[src/rtl/fetch_decode_queue_if.sv]
// Handshake bundle between instruction fetch, the fetch/decode queue and decode.
// The queue connects through the slave modport; the fetch/decode side uses master.
interface fetch_decode_queue_if #(
    parameter int DEPTH = 2
) ();
    localparam int CW = $clog2(DEPTH) + 1;

    // Valid/ready: a transfer happens on a rising edge where both valid and
    // ready are high and iFlush is low; ready never depends on the same-cycle
    // valid or ready of the opposite side.
    logic          iValid;
    logic [31:0]   iInstr;
    logic [31:0]   iPC;
    logic          oReady;
    logic          oValid;
    logic [31:0]   oInstr;
    logic [31:0]   oPC;
    logic          iReady;
    logic          iFlush;
    logic [CW-1:0] oCount;
    logic [31:0]   oStallCount;

    modport slave (
        input  iValid, iInstr, iPC, iReady, iFlush,
        output oReady, oValid, oInstr, oPC, oCount, oStallCount
    );

    modport master (
        output iValid, iInstr, iPC, iReady, iFlush,
        input  oReady, oValid, oInstr, oPC, oCount, oStallCount
    );
endinterface

[src/rtl/fetch_decode_queue.sv]
// Circular elastic buffer of instruction/PC pairs between fetch and decode, with flush.
// Optional decode-stall cycle counter enabled by defining FDQ_STALL_CNT_EN.
module fetch_decode_queue #(
    parameter int DEPTH = 2
) (
    input logic            iClk,
    input logic            iRstN,
    fetch_decode_queue_if.slave bus
);
    localparam int AW = $clog2(DEPTH);
    localparam int CW = $clog2(DEPTH) + 1;
    localparam logic [31:0] NOP = 32'h00000013;

    logic [31:0]   r_instr [DEPTH];
    logic [31:0]   r_pc    [DEPTH];
    logic [AW-1:0] r_wr_ptr;
    logic [AW-1:0] r_rd_ptr;
    logic [CW-1:0] r_count;

    logic w_full;
    logic w_empty;
    logic w_push;
    logic w_pop;

    // Full/empty come only from the registered count, so a full queue refuses
    // a push even in a cycle where decode drains the head.
    assign w_full  = (r_count == CW'(DEPTH));
    assign w_empty = (r_count == '0);
    assign w_push  = bus.iValid && !w_full && !bus.iFlush;
    assign w_pop   = !w_empty && bus.iReady && !bus.iFlush;

    assign bus.oReady = !w_full;
    assign bus.oValid = !w_empty;
    assign bus.oCount = r_count;
    assign bus.oInstr = w_empty ? NOP   : r_instr[r_rd_ptr];
    assign bus.oPC    = w_empty ? '0    : r_pc[r_rd_ptr];

    always_ff @(posedge iClk) begin
        if (w_push) begin
            r_instr[r_wr_ptr] <= bus.iInstr;
            r_pc[r_wr_ptr]    <= bus.iPC;
        end
    end

    // DEPTH is a power of two, so pointer overflow is the modulo wrap.
    always_ff @(posedge iClk or negedge iRstN) begin
        if (!iRstN) begin
            r_wr_ptr <= '0;
            r_rd_ptr <= '0;
            r_count  <= '0;
        end else if (bus.iFlush) begin
            r_wr_ptr <= '0;
            r_rd_ptr <= '0;
            r_count  <= '0;
        end else begin
            if (w_push) begin
                r_wr_ptr <= r_wr_ptr + AW'(1);
            end
            if (w_pop) begin
                r_rd_ptr <= r_rd_ptr + AW'(1);
            end
            if (w_push && !w_pop) begin
                r_count <= r_count + CW'(1);
            end else if (w_pop && !w_push) begin
                r_count <= r_count - CW'(1);
            end
        end
    end

`ifdef FDQ_STALL_CNT_EN
    logic [31:0] r_stall_cnt;

    // Survives flush on purpose: it measures decode back-pressure since reset.
    always_ff @(posedge iClk or negedge iRstN) begin
        if (!iRstN) begin
            r_stall_cnt <= '0;
        end else if (!w_empty && !bus.iReady && !bus.iFlush) begin
            r_stall_cnt <= r_stall_cnt + 32'd1;
        end
    end

    assign bus.oStallCount = r_stall_cnt;
`else
    assign bus.oStallCount = '0;
`endif

endmodule

[src/flat_wrapper.sv]
// flat-port wrapper written by rule: the top's interface ports become plain ports
module fetch_decode_queue_flat 
#(
    parameter int DEPTH = 2
)
  (iClk, iRstN, bus_iValid, bus_iInstr, bus_iPC, bus_iReady, bus_iFlush, bus_oReady, bus_oValid, bus_oInstr, bus_oPC, bus_oCount, bus_oStallCount);
  fetch_decode_queue_if #(.DEPTH(DEPTH)) bus_i ();
  input logic iClk;
  input logic iRstN;
  input wire logic [$bits(bus_i.iValid)-1:0] bus_iValid;
  input wire logic [$bits(bus_i.iInstr)-1:0] bus_iInstr;
  input wire logic [$bits(bus_i.iPC)-1:0] bus_iPC;
  input wire logic [$bits(bus_i.iReady)-1:0] bus_iReady;
  input wire logic [$bits(bus_i.iFlush)-1:0] bus_iFlush;
  output wire logic [$bits(bus_i.oReady)-1:0] bus_oReady;
  output wire logic [$bits(bus_i.oValid)-1:0] bus_oValid;
  output wire logic [$bits(bus_i.oInstr)-1:0] bus_oInstr;
  output wire logic [$bits(bus_i.oPC)-1:0] bus_oPC;
  output wire logic [$bits(bus_i.oCount)-1:0] bus_oCount;
  output wire logic [$bits(bus_i.oStallCount)-1:0] bus_oStallCount;
  assign bus_i.iValid = bus_iValid;
  assign bus_i.iInstr = bus_iInstr;
  assign bus_i.iPC = bus_iPC;
  assign bus_i.iReady = bus_iReady;
  assign bus_i.iFlush = bus_iFlush;
  assign bus_oReady = bus_i.oReady;
  assign bus_oValid = bus_i.oValid;
  assign bus_oInstr = bus_i.oInstr;
  assign bus_oPC = bus_i.oPC;
  assign bus_oCount = bus_i.oCount;
  assign bus_oStallCount = bus_i.oStallCount;
  fetch_decode_queue #(.DEPTH(DEPTH)) u_core (.iClk(iClk), .iRstN(iRstN), .bus(bus_i));
endmodule
[config.mk]
export PLATFORM = sky130hd
export DESIGN_NAME = fetch_decode_queue_flat
export DESIGN_NICKNAME = d
export VERILOG_FILES = /design/src/rtl/fetch_decode_queue_if.sv /design/src/rtl/fetch_decode_queue.sv /design/src/flat_wrapper.sv
export SDC_FILE = /design/constraint.sdc
export NUM_CORES = 1
export LEC_CHECK = 0
export ABC_CLOCK_PERIOD_IN_PS = 5900
export CORE_AREA = 4 4 118 120
export CTS_BUF_LIST = sky130_fd_sc_hd__clkbuf_16
export CTS_CLUSTER_DIAMETER = 200
export DETAILED_ROUTE_END_ITERATION = 12
export DIE_AREA = 0 0 122 124
export PLACE_DENSITY = 0.72
export RECOVER_POWER = 25
export SYNTH_ARGS = -nofsm -noshare
export SYNTH_HDL_FRONTEND = slang
export SYNTH_SLANG_ARGS = --single-unit
[constraint.sdc]
create_clock -name iClk -period 5.9 [get_ports iClk]
set_input_delay 1.18 -clock iClk [delete_from_list [all_inputs] [get_ports iClk]]
set_output_delay 1.18 -clock iClk [all_outputs]
set_load 0.01 [all_outputs]
Word-level counts from Yosys, hierarchy flattened
Memories as Yosys holds them, arrays and structs flattened.
Index checks and enable logic that the tools add are counted.
Word-level totals
  register bits: 4
  memory bits (writable): 128
  bits of input ports: 69
  output and inout port bits: 100
  word-level logic and storage cells: 36
  memories kept: 2
Memories
  u_core.r_instr: words 2, width 32, rd ports 1, clocked after memory_dff 0, wr ports 1, line fetch_decode_queue.sv:14  | logic [31:0] r_instr [DEPTH];
  u_core.r_pc: words 2, width 32, rd ports 1, clocked after memory_dff 0, wr ports 1, line fetch_decode_queue.sv:15  | logic [31:0] r_pc [DEPTH];
Cells by class
  add/subtract/negate cells: 4
  equality and inequality tests: 1
  muxes and demuxes: 11
  reductions and logical operators: 15
Operators with widths (number)
  32-bit 2-to-1 mux: 2
  1-bit logical AND: 6
  1-bit 2-to-1 mux: 6
  2-bit 2-to-1 mux: 3
  1-bit zero test: 5
  2-bit nonzero test: 2
  3-bit nonzero test: 1
  1-bit adder, second input constant: 2
  2-bit by 1-bit adder with 2-bit output, second input constant: 1
  2-bit == test, second input constant: 1
  2-bit zero test: 1
  2-bit by 1-bit subtractor with 2-bit output, second input constant: 1

Longest topological paths before layout
Gate-level depths: netlist of run 1.
  word-level depth: 9
  gate-level depth with buffers: 4
  mapped depth without buffers: 4

Least setup slack after synthesis of run 1
No wires, ideal clock.
  path kind: input-to-reg
  start: in bus_iValid
  end: mem u_core.r_instr[1][0], enable pin
  setup time: 578 ps
  arrival time: 5908 ps
  required time: 5322 ps
  path slack: -586 ps
  stages on the path: 2
  buffers on the path: 0
  path through: nand2_1 -> nor3b_1
On the way
  word-level cells in the longest chain between the ends: 4
RTL lines
  from (decl): line flat_wrapper.sv:10  | input wire logic [$bits(bus_i.iValid)-1:0] bus_iValid;
  1-bit logical AND (2 in a row): line fetch_decode_queue.sv:29  | assign w_push = bus.iValid && !w_full && !bus.iFlush;
  1-bit 2-to-1 mux: line fetch_decode_queue.sv:39  | if (w_push) begin
  1-bit 2-to-1 mux (not written as such): line fetch_decode_queue.sv:40  | r_instr[r_wr_ptr] <= bus.iInstr;
  to (decl): line fetch_decode_queue.sv:14
No other way between the ends.

Worst setup path after layout of run 1
  start: reg u_core.r_count[0] (netlist: u_core.bus.oCount[0])
  end: out bus_oPC[31]
On the way
  word-level cells in the longest chain between the ends: 2
RTL lines
  from (decl): line fetch_decode_queue.sv:18  | logic [CW-1:0] r_count;
  from (signal assigned): line fetch_decode_queue.sv:63  | r_count <= r_count + CW'(1);
  from (signal assigned): line fetch_decode_queue.sv:65  | r_count <= r_count - CW'(1);
  2-bit zero test: line fetch_decode_queue.sv:28  | assign w_empty = (r_count == '0);
  32-bit 2-to-1 mux: line fetch_decode_queue.sv:36  | assign bus.oPC = w_empty ? '0 : r_pc[r_rd_ptr];
  to (decl): line flat_wrapper.sv:18  | output wire logic [$bits(bus_i.oPC)-1:0] bus_oPC;
No other way between the ends.

==> results.json, run 1 <==
{
  "synth_top_cell_by_area": "edfxtp_1",
  "portBuffers": 136,
  "worstSkewPairLatency_ps": 410,
  "htreeDepth": 4,
  "muxShareOfSynthArea_pct": 12.3,
  "cts.sinks": 132,
  "track_usage_pct": 13.8,
  "drt_iter0_markers": 180,
  "grt-busiest-layer": "met2",
  "yosysWarnings": 0,
  "synth-compound-area-share_pct": 0.852,
  "outcome": "completed",
  "hold_buffers": 0,
  "crit_fanout": 33,
  "pwr_density_cell_nw_per_um2": 317,
  "drtPass1Iterations": 5,
  "synth-async-reset-ratio_pct": 3.03,
  "max_freq_mhz": 265,
  "ir_worst_vdd_uv": 190,
  "grt_first_pass_wirelength_microns": 15400,
  "cts_tree": "done",
  "synth-adder-area-share_pct": 0,
  "dieArea_sq_um": 15100,
  "rows": 42,
  "critPathCaptureType": "output port",
  "wire_per_inst_microns": 15.7,
  "overflow": 0,
  "path_clk_slew_ps": 50,
  "synth_edf_count": 128,
  "layout.nets": 542,
  "dpl.hpwl_microns": 6610,
  "fin_crit_ps": 3770,
  "period_share_pct": 63.9,
  "synthTopCellsByArea": "edfxtp_1 73%, mux2i_1 12%, buf_4 5.4%",
  "ctsLongestPathBuffers": 2,
  "p_leak_nw": 2.50,
  "postRouteAntennaNets": 0,
  "start_kind": "flop",
  "vias_per_cell": 4.57,
  "wl_microns": 10400,
  "antenna_found_initial": 2,
  "maxCapViolations": 0,
  "finalClockSkew_ps": 8.91,
  "required_ps": 4720,
  "core_region_area_sq_um": 13000,
  "yosys_register_bits": 132,
  "synth-seq-area-share_pct": 74.6,
  "synth_top_area_share_pct": 72.7,
  "yosys.area_share.simple_pct": 5.73,
  "synth_cell_types": 22,
  "drc": 0,
  "regToRegSetupSlack_ps": 3670,
  "cts_made_buffers": 17,
  "cts_setup_buffers": 0,
  "total_power_w": 0.00230,
  "die_h_microns": 124,
  "relSlewSlack_pct": 23.3,
  "critPathKind": "flop to output port",
  "tightest_slew_ps": 1150,
  "finalSetupTns_ps": 0,
  "cts_root_buf": "clkbuf_16",
  "use_met1_pct": 15.1,
  "finalSetupViolations": 0,
  "min_path_type": "flop to flop",
  "die_width_microns": 122,
  "gp_routability_congestion": 0.723,
  "fill_cells": 1056,
  "pin_count": 169,
  "syn_area_sq_um": 5290,
  "syn_inst": 329,
  "grt_start_max_net_pins": 66,
  "rsz0062_at_grt": "no",
  "via_count": 3020,
  "use_met2_pct": 23.2,
  "diodes": 0,
  "synth_top_family_by_area": "multiplexers",
  "synth_ff_type": "edfxtp_1",
  "area_growth_pct": 37.2,
  "finalHoldViolations": 0,
  "critPathArrivalTime_ps": 2590,
  "synthXorXnorAreaFrac_pct": 0.166,
  "cts.repair.resized": 0,
  "grtUsageMet3_pct": 5.86,
  "synth_area_per_cell_sq_um": 16.1,
  "start_util_pct": 40.7,
  "grt_pass1_vias": 3129,
  "slew_violations": 0,
  "final_layout_size_suffix_gt1_share_pct": 6.60
}
report_power, final:
part,internal (W),switching (W)
registers,0.00107,0.0000307
clock network,0.000601,0.000349
logic,0.000138,0.000112
total,0.00181,0.000492
registers in the layout, summed over array words and instances (netlist names):
register	flops
u_core.bus.oCount	2
u_core.r_instr	64
u_core.r_pc	64
u_core.r_rd_ptr	1
u_core.r_wr_ptr	1
metrics by stage:
step	cells	util, %	setup WS (ps)	instance area, sq um	hold WS (ps)
3_3_place_gp	630	51.8	2520	6720	602
2_1_floorplan	360	-	1640	5410	542
4_1_cts	661	55.9	2040	7250	655
6_report	661	55.9	2130	7250	650
3_5_place_dp	630	51.8	2460	6720	641
5_1_grt	661	55.9	1920	7250	712
worst max-delay path, cell delays in order (launching register included):
cell and delay [ps]:
dfrtp_1 480, nor2_4 620, buf_4 460, nor2_1 120
clkdlybuf4s50_1 500
layout make-up:
cell class | instances | area (sq um) | area share, %
Clock buffer | 17 | 425 | 5.87
Clock inverter | 14 | 109 | 1.50
Inverter | 3 | 11.3 | 0.155
Multi-Input combinational cell | 180 | 1150 | 15.9
Sequential cell | 132 | 3950 | 54.4
Tap cell | 176 | 220 | 3.04
Timing Repair Buffer | 139 | 1380 | 19.1
worst paths after layout:
kind | cells past startpoint | start | endpoint
min in group asynchronous | 1 | iRstN | u_core.bus.oCount[0]$_DFFE_PN0P_
min | 2 | u_core.r_wr_ptr$_DFFE_PN0P_ | u_core.r_wr_ptr$_DFFE_PN0P_
max in group asynchronous | 1 | iRstN | u_core.r_rd_ptr$_DFFE_PN0P_
max reg2reg | 5 | u_core.bus.oCount[1]$_DFFE_PN0P_ | u_core.r_instr[1][15]$_DFFE_PP_
max | 4 | u_core.bus.oCount[0]$_DFFE_PN0P_ | bus_oPC[31]
min reg2reg | 2 | u_core.r_wr_ptr$_DFFE_PN0P_ | u_core.r_wr_ptr$_DFFE_PN0P_
synth_stat cells, types with 2 or more instances:
library cell / n
inv_1: 2
nor2_1: 62
mux2i_1: 65
nor3b_1: 2
nand2_1: 4
buf_4: 38
o21ai_0: 2
buf_2: 7
dfrtp_1: 4
edfxtp_1: 128
a21oi_1: 4
logic make-up after synthesis:
family	count (synthesis)
AOI/OAI and AO/OA	8
muxes	65
DFF	132
xor gates and xnor gates	1
other	1
buffers and inverters	48
and+or+nand+nor	74
metal layers:
metal  wire [microns]  part of all wire, %
met1             3990                   39
met2             5160                   50
met3              934                  9.0
met5               40                 0.39
met4              235                  2.3
placed cells by master (no fill, tap or decap), types with 2 or more instances in the layout:
cell	count
clkdlybuf4s50_1	93
dfrtp_1	3
dlygate4sd3_1	43
conb_1	32
clkinv_2	3
inv_1	9
a21oi_1	4
o21ai_0	2
nand2_1	4
mux2i_1	65
clkbuf_16	17
bufinv_16	2
nor2_1	62
clkinv_1	2
edfxtp_1	128
buf_4	3
Note: power is estimated with default switching activity, not from simulation.
==> inputs of run 2 (changes only) <==
ABC_CLOCK_PERIOD_IN_PS = 3800   (was 5900)
CORE_AREA = 4 4 114 116   (was 4 4 118 120)
DIE_AREA = 0 0 118 120   (was 0 0 122 124)
PLACE_DENSITY = 0.74   (was 0.72)
clock period = 3.8 ns   (was 5.9 ns; I/O delays follow)
==> run 2 against run 1 <==
Power increased by 57%; sequential share of layout area fell by 0.59 points; clock-buffer cell count did not move; combinational power increased by 69%; non-clock buffer count increased by 4; setup slack lost 1500 ps; sequential power increased by 54%; utilization grew 5.7 points; via count fell by 0.20%; first-iteration DRC count is 3.9% higher; critical endpoint is now bus_oInstr[0]; largest cell class unchanged.
==> results.json, run 2 (same netlist as run 1, synthesis figures left out) <==
{
  "outcome": "completed",
  "grt_first_pass_wirelength_microns": 16500,
  "cts.sinks": 132,
  "gp_routability_congestion": 0.719,
  "htreeDepth": 4,
  "finalClockSkew_ps": 6.71,
  "final_layout_size_suffix_gt1_share_pct": 9.39,
  "via_count": 3014,
  "core_region_area_sq_um": 11900,
  "portBuffers": 136,
  "hold_buffers": 0,
  "finalHoldViolations": 0,
  "overflow": 0,
  "min_path_type": "input pin to asynchronous set/reset pin",
  "worstSkewPairLatency_ps": 400,
  "start_util_pct": 44.4,
  "crit_fanout": 28,
  "drc": 0,
  "track_usage_pct": 15.0,
  "final_common_cell": "edfxtp_1",
  "pin_count": 169,
  "grt_pass1_vias": 3247,
  "critPathArrivalTime_ps": 2360,
  "ir_worst_vdd_uv": 305,
  "relSlewSlack_pct": 51.6,
  "path_clk_slew_ps": 60,
  "drtPass1Iterations": 4,
  "cts.repair.resized": 0,
  "pwr_density_cell_nw_per_um2": 493,
  "dpl-instance-area_sq_um": 6760,
  "cts_made_buffers": 17,
  "required_ps": 3040,
  "design_area_sq_um": 7330,
  "drt_iter0_markers": 187,
  "slew_violations": 0,
  "fill_cells": 883,
  "die_width_microns": 118,
  "layout.nets": 546,
  "postRouteAntennaNets": 0,
  "p_leak_nw": 2.51,
  "place_inst": 605,
  "die_h_microns": 120,
  "cts_tree": "done",
  "max_freq_mhz": 320,
  "vias_per_cell": 4.70,
  "start_kind": "flop",
  "cts_setup_buffers": 0,
  "antenna_found_initial": 5,
  "whs_ps": 633,
  "fin_crit_ps": 3120,
  "rsz0062_at_grt": "no",
  "rows": 40,
  "finalSetupViolations": 0,
  "finalSetupTns_ps": 0,
  "instances_no_fill": 641,
  "dieArea_sq_um": 14200,
  "maxCapViolations": 0,
  "period_share_pct": 82.1,
  "critPathKind": "flop to output port",
  "final_cell_mix": "128 x edfxtp_1, 95 x clkdlybuf4s50_1, 65 x mux2i_1, 62 x nor2_1, 41 x dlygate4sd3_1",
  "grt_start_max_net_pins": 65,
  "cts_root_buf": "clkbuf_16",
  "wire_per_inst_microns": 16.3,
  "tightest_slew_ps": 725,
  "critPathCaptureType": "output port",
  "dpl.hpwl_microns": 6810,
  "ctsLongestPathBuffers": 2,
  "area_growth_pct": 38.7,
  "wl_microns": 10500
}
[run 2: final timing paths]
| check | start | endpoint | depth (start not counted) | slack [ps] |
|---|---|---|---|---|
| max | u_core.bus.oCount[0]$_DFFE_PN0P_ | bus_oInstr[0] | 4 | 680 |
| min | iRstN | u_core.r_rd_ptr$_DFFE_PN0P_ | 1 | 630 |
| max reg2reg | u_core.bus.oCount[1]$_DFFE_PN0P_ | u_core.r_instr[1][13]$_DFFE_PP_ | 5 | 1920 |
| min reg2reg | u_core.r_wr_ptr$_DFFE_PN0P_ | u_core.r_wr_ptr$_DFFE_PN0P_ | 2 | 650 |
| max in group asynchronous | iRstN | u_core.r_rd_ptr$_DFFE_PN0P_ | 1 | 2970 |
| min in group iClk | u_core.r_wr_ptr$_DFFE_PN0P_ | u_core.r_wr_ptr$_DFFE_PN0P_ | 2 | 650 |
[run 2: report_power, final]
part	internal [W]	switching, W	total [W]
combinational	0.000224	0.000198	0.000422
clock	0.000901	0.000600	0.00150
sequential	0.00166	0.0000307	0.00169
total	0.00278	0.000828	0.00361
[run 2: metrics by stage]
stage	worst slack (ps)	total power [W]	utilization, %
finish	679	0.00361	61.6
global route	531	0.00375	61.6
CTS	646	0.00366	61.5
detailed placement	1090	0.00215	56.8
global placement	1140	0.00214	56.8
floorplan	788	0.00193	-
[run 2: cell type report]
class                      instances  area (sq um)  share of cell area, %
sequential                       132          3950                   53.8
clock buffer                      17           425                   5.80
timing repair buffer             143          1460                   20.0
inverter                           3          11.3                  0.154
clock inverter                    15           135                   1.84
tap                              147           184                   2.51
multi-input combinational        180          1150                   15.8
antenna                            4          10.0                  0.137
[run 2: routing by layer]
metal / global-route usage (%) / share of wire [%] / vias up / routed length, microns
met2: 25.0 / 51 / 131 / 5320
li1: - / - / 1440 / -
met5: 0 / 0.19 / - / 20
met1: 17.4 / 40 / 1429 / 4200
met3: 5.84 / 8.0 / 12 / 838
met4: 6.08 / 0.82 / 2 / 86
[run 2: critical path: stages, from the launching register on]
cell and delay, ps:
dfrtp_1 480, nor2_4 620, inv_1 200, nand2_1 110
clkdlybuf4s50_1 540
==> inputs of run 3 (changes only) <==
ABC_CLOCK_PERIOD_IN_PS = 2900   (was 3800)
clock period = 2.9 ns   (was 3.8 ns; I/O delays follow)
==> run 3 against run 2 <==
Sequential power rose by 30%; sequential cell count did not move; cell count fell by 0.62%; critical endpoint is now bus_oInstr[13]; clock skew rose by 1.7 ps; critical path type unchanged; clock power rose by 40%; clock-buffer cell count did not move; routed wire length rose by 1.5%; utilization rose by 0.36 points; critical path depth did not move; hold slack got worse by 180 ps; final area rose by 0.58%; largest cell class unchanged; global-route usage rose by 0.17 points.
==> results.json, run 3 (same netlist as run 1, synthesis figures left out) <==
{
  "outcome": "completed",
  "path_clk_slew_ps": 50,
  "pin_count": 169,
  "period_share_pct": 93.2,
  "wire_per_inst_microns": 16.7,
  "cts.sinks": 132,
  "antenna_found_initial": 1,
  "finalHoldViolations": 0,
  "overflow": 0,
  "pwr_density_cell_nw_per_um2": 661,
  "crit_end": "bus_oInstr[13]",
  "p_leak_nw": 2.54,
  "via_count": 3079,
  "grt_pass1_vias": 3217,
  "critPathCaptureType": "output port",
  "max_freq_mhz": 370,
  "place_inst": 605,
  "r2r_cells": 5,
  "cts_tree": "done",
  "cts_setup_buffers": 0,
  "dieArea_sq_um": 14200,
  "regToRegSetupSlack_ps": 1110,
  "fill_cells": 921,
  "final_cell_mix": "128 x edfxtp_1, 94 x clkdlybuf4s50_1, 65 x mux2i_1, 62 x nor2_1, 42 x dlygate4sd3_1",
  "hold_buffers": 0,
  "dpl.hpwl_microns": 6660,
  "vias_per_cell": 4.83,
  "start_util_pct": 44.4,
  "cts_made_buffers": 17,
  "critPathArrivalTime_ps": 2120,
  "r2r-start": "u_core.bus.oCount[1]$_DFFE_PN0P_",
  "register_area_sq_um": 3950,
  "setup.worst_path.start": "u_core.r_rd_ptr$_DFFE_PN0P_",
  "layout.nets": 546,
  "postRouteAntennaNets": 0,
  "area_growth_pct": 39.5,
  "ctsLongestPathBuffers": 2,
  "wl_microns": 10600,
  "worstSkewPairLatency_ps": 410,
  "finalSetupTns_ps": 0,
  "die_h_microns": 120,
  "die_width_microns": 118,
  "cts_root_buf": "clkbuf_16",
  "drtPass1Iterations": 4,
  "cts.repair.resized": 0,
  "instances_no_fill": 637,
  "core_region_area_sq_um": 11900,
  "grt_start_max_net_pins": 65,
  "finalClockSkew_ps": 8.37,
  "rsz0062_at_grt": "no",
  "finalSetupViolations": 0,
  "crit_fanout": 15,
  "design_area_sq_um": 7370,
  "critPathKind": "flop to output port",
  "ir_worst_vdd_uv": 402,
  "rows": 40,
  "drt_iter0_markers": 122,
  "gp_routability_congestion": 0.719,
  "fin_crit_ps": 2700,
  "grt_first_pass_wirelength_microns": 16500,
  "final_common_cell": "edfxtp_1",
  "multi_input_area_sq_um": 1160,
  "required_ps": 2320,
  "r2r_end": "u_core.r_pc[1][26]$_DFFE_PP_",
  "track_usage_pct": 15.2,
  "dpl-instance-area_sq_um": 6780,
  "maxCapViolations": 0,
  "min_path_type": "input pin to asynchronous set/reset pin",
  "portBuffers": 136,
  "final_layout_size_suffix_gt1_share_pct": 9.20,
  "start_kind": "flop",
  "drc": 0,
  "slew_violations": 0,
  "htreeDepth": 4
}
[run 3: cell count changes in the layout (fill, tap and decap cells not counted), sizes merged]
cell,change
bufinv,+2
clkdlybuf4s50,-1
clkinv,+3
clkinvlp,-4
diode,-3
dlygate4sd3,+1
inv,-2
[run 3: area by class of cell]
class	count	area share, %
well taps	147	2.49
multi-input cells	180	15.8
diodes	1	0.0339
inverters	3	0.153
repair buffers	143	20.0
clock buffers	17	5.77
clock inverters	14	2.22
flip-flops and latches	132	53.5
[run 3: critical path, cell delays in order, from the launching register on]
cell and delay (ps):
dfrtp_4 610, buf_4 310, mux2i_1 110, nor2_1 120
clkdlybuf4s50_1 560
[run 3: worst min path at each step]
stage,start,end,slack (ps)
3_3_place_gp,u_core.r_wr_ptr$_DFFE_PN0P_,u_core.r_wr_ptr$_DFFE_PN0P_,610
6_report,iRstN,u_core.bus.oCount[1]$_DFFE_PN0P_,450
5_1_grt,iRstN,u_core.bus.oCount[1]$_DFFE_PN0P_,450
3_5_place_dp,u_core.r_wr_ptr$_DFFE_PN0P_,u_core.r_wr_ptr$_DFFE_PN0P_,640
2_1_floorplan,iRstN,u_core.bus.oCount[0]$_DFFE_PN0P_,280
4_1_cts,iRstN,u_core.bus.oCount[1]$_DFFE_PN0P_,370
[run 3: stage by stage]
step           utilization (%)  setup WS (ps)  hold slack, ps  total power, W
6_report                  61.9            198             450         0.00488
4_1_cts                   61.9            147             367         0.00494
3_3_place_gp              56.9            594             605         0.00282
5_1_grt                   61.9           97.9             455         0.00505
3_5_place_dp              56.9            600             642         0.00283
2_1_floorplan                -           10.3             284         0.00253
[run 3: metal layers]
layer,vias up,global-route usage (%),wire [microns]
li1,1436,-,-
met1,1507,16.9,4390
met2,120,26.8,5450
met3,14,4.95,629
met4,2,6.15,140
met5,-,0,12
[run 3: power by group]
part           internal [W]  total [W]  switching (W)  leakage (nW)
clock network       0.00134    0.00210       0.000764         0.288
logic              0.000296   0.000568       0.000272          1.02
registers           0.00217    0.00220      0.0000312          1.22
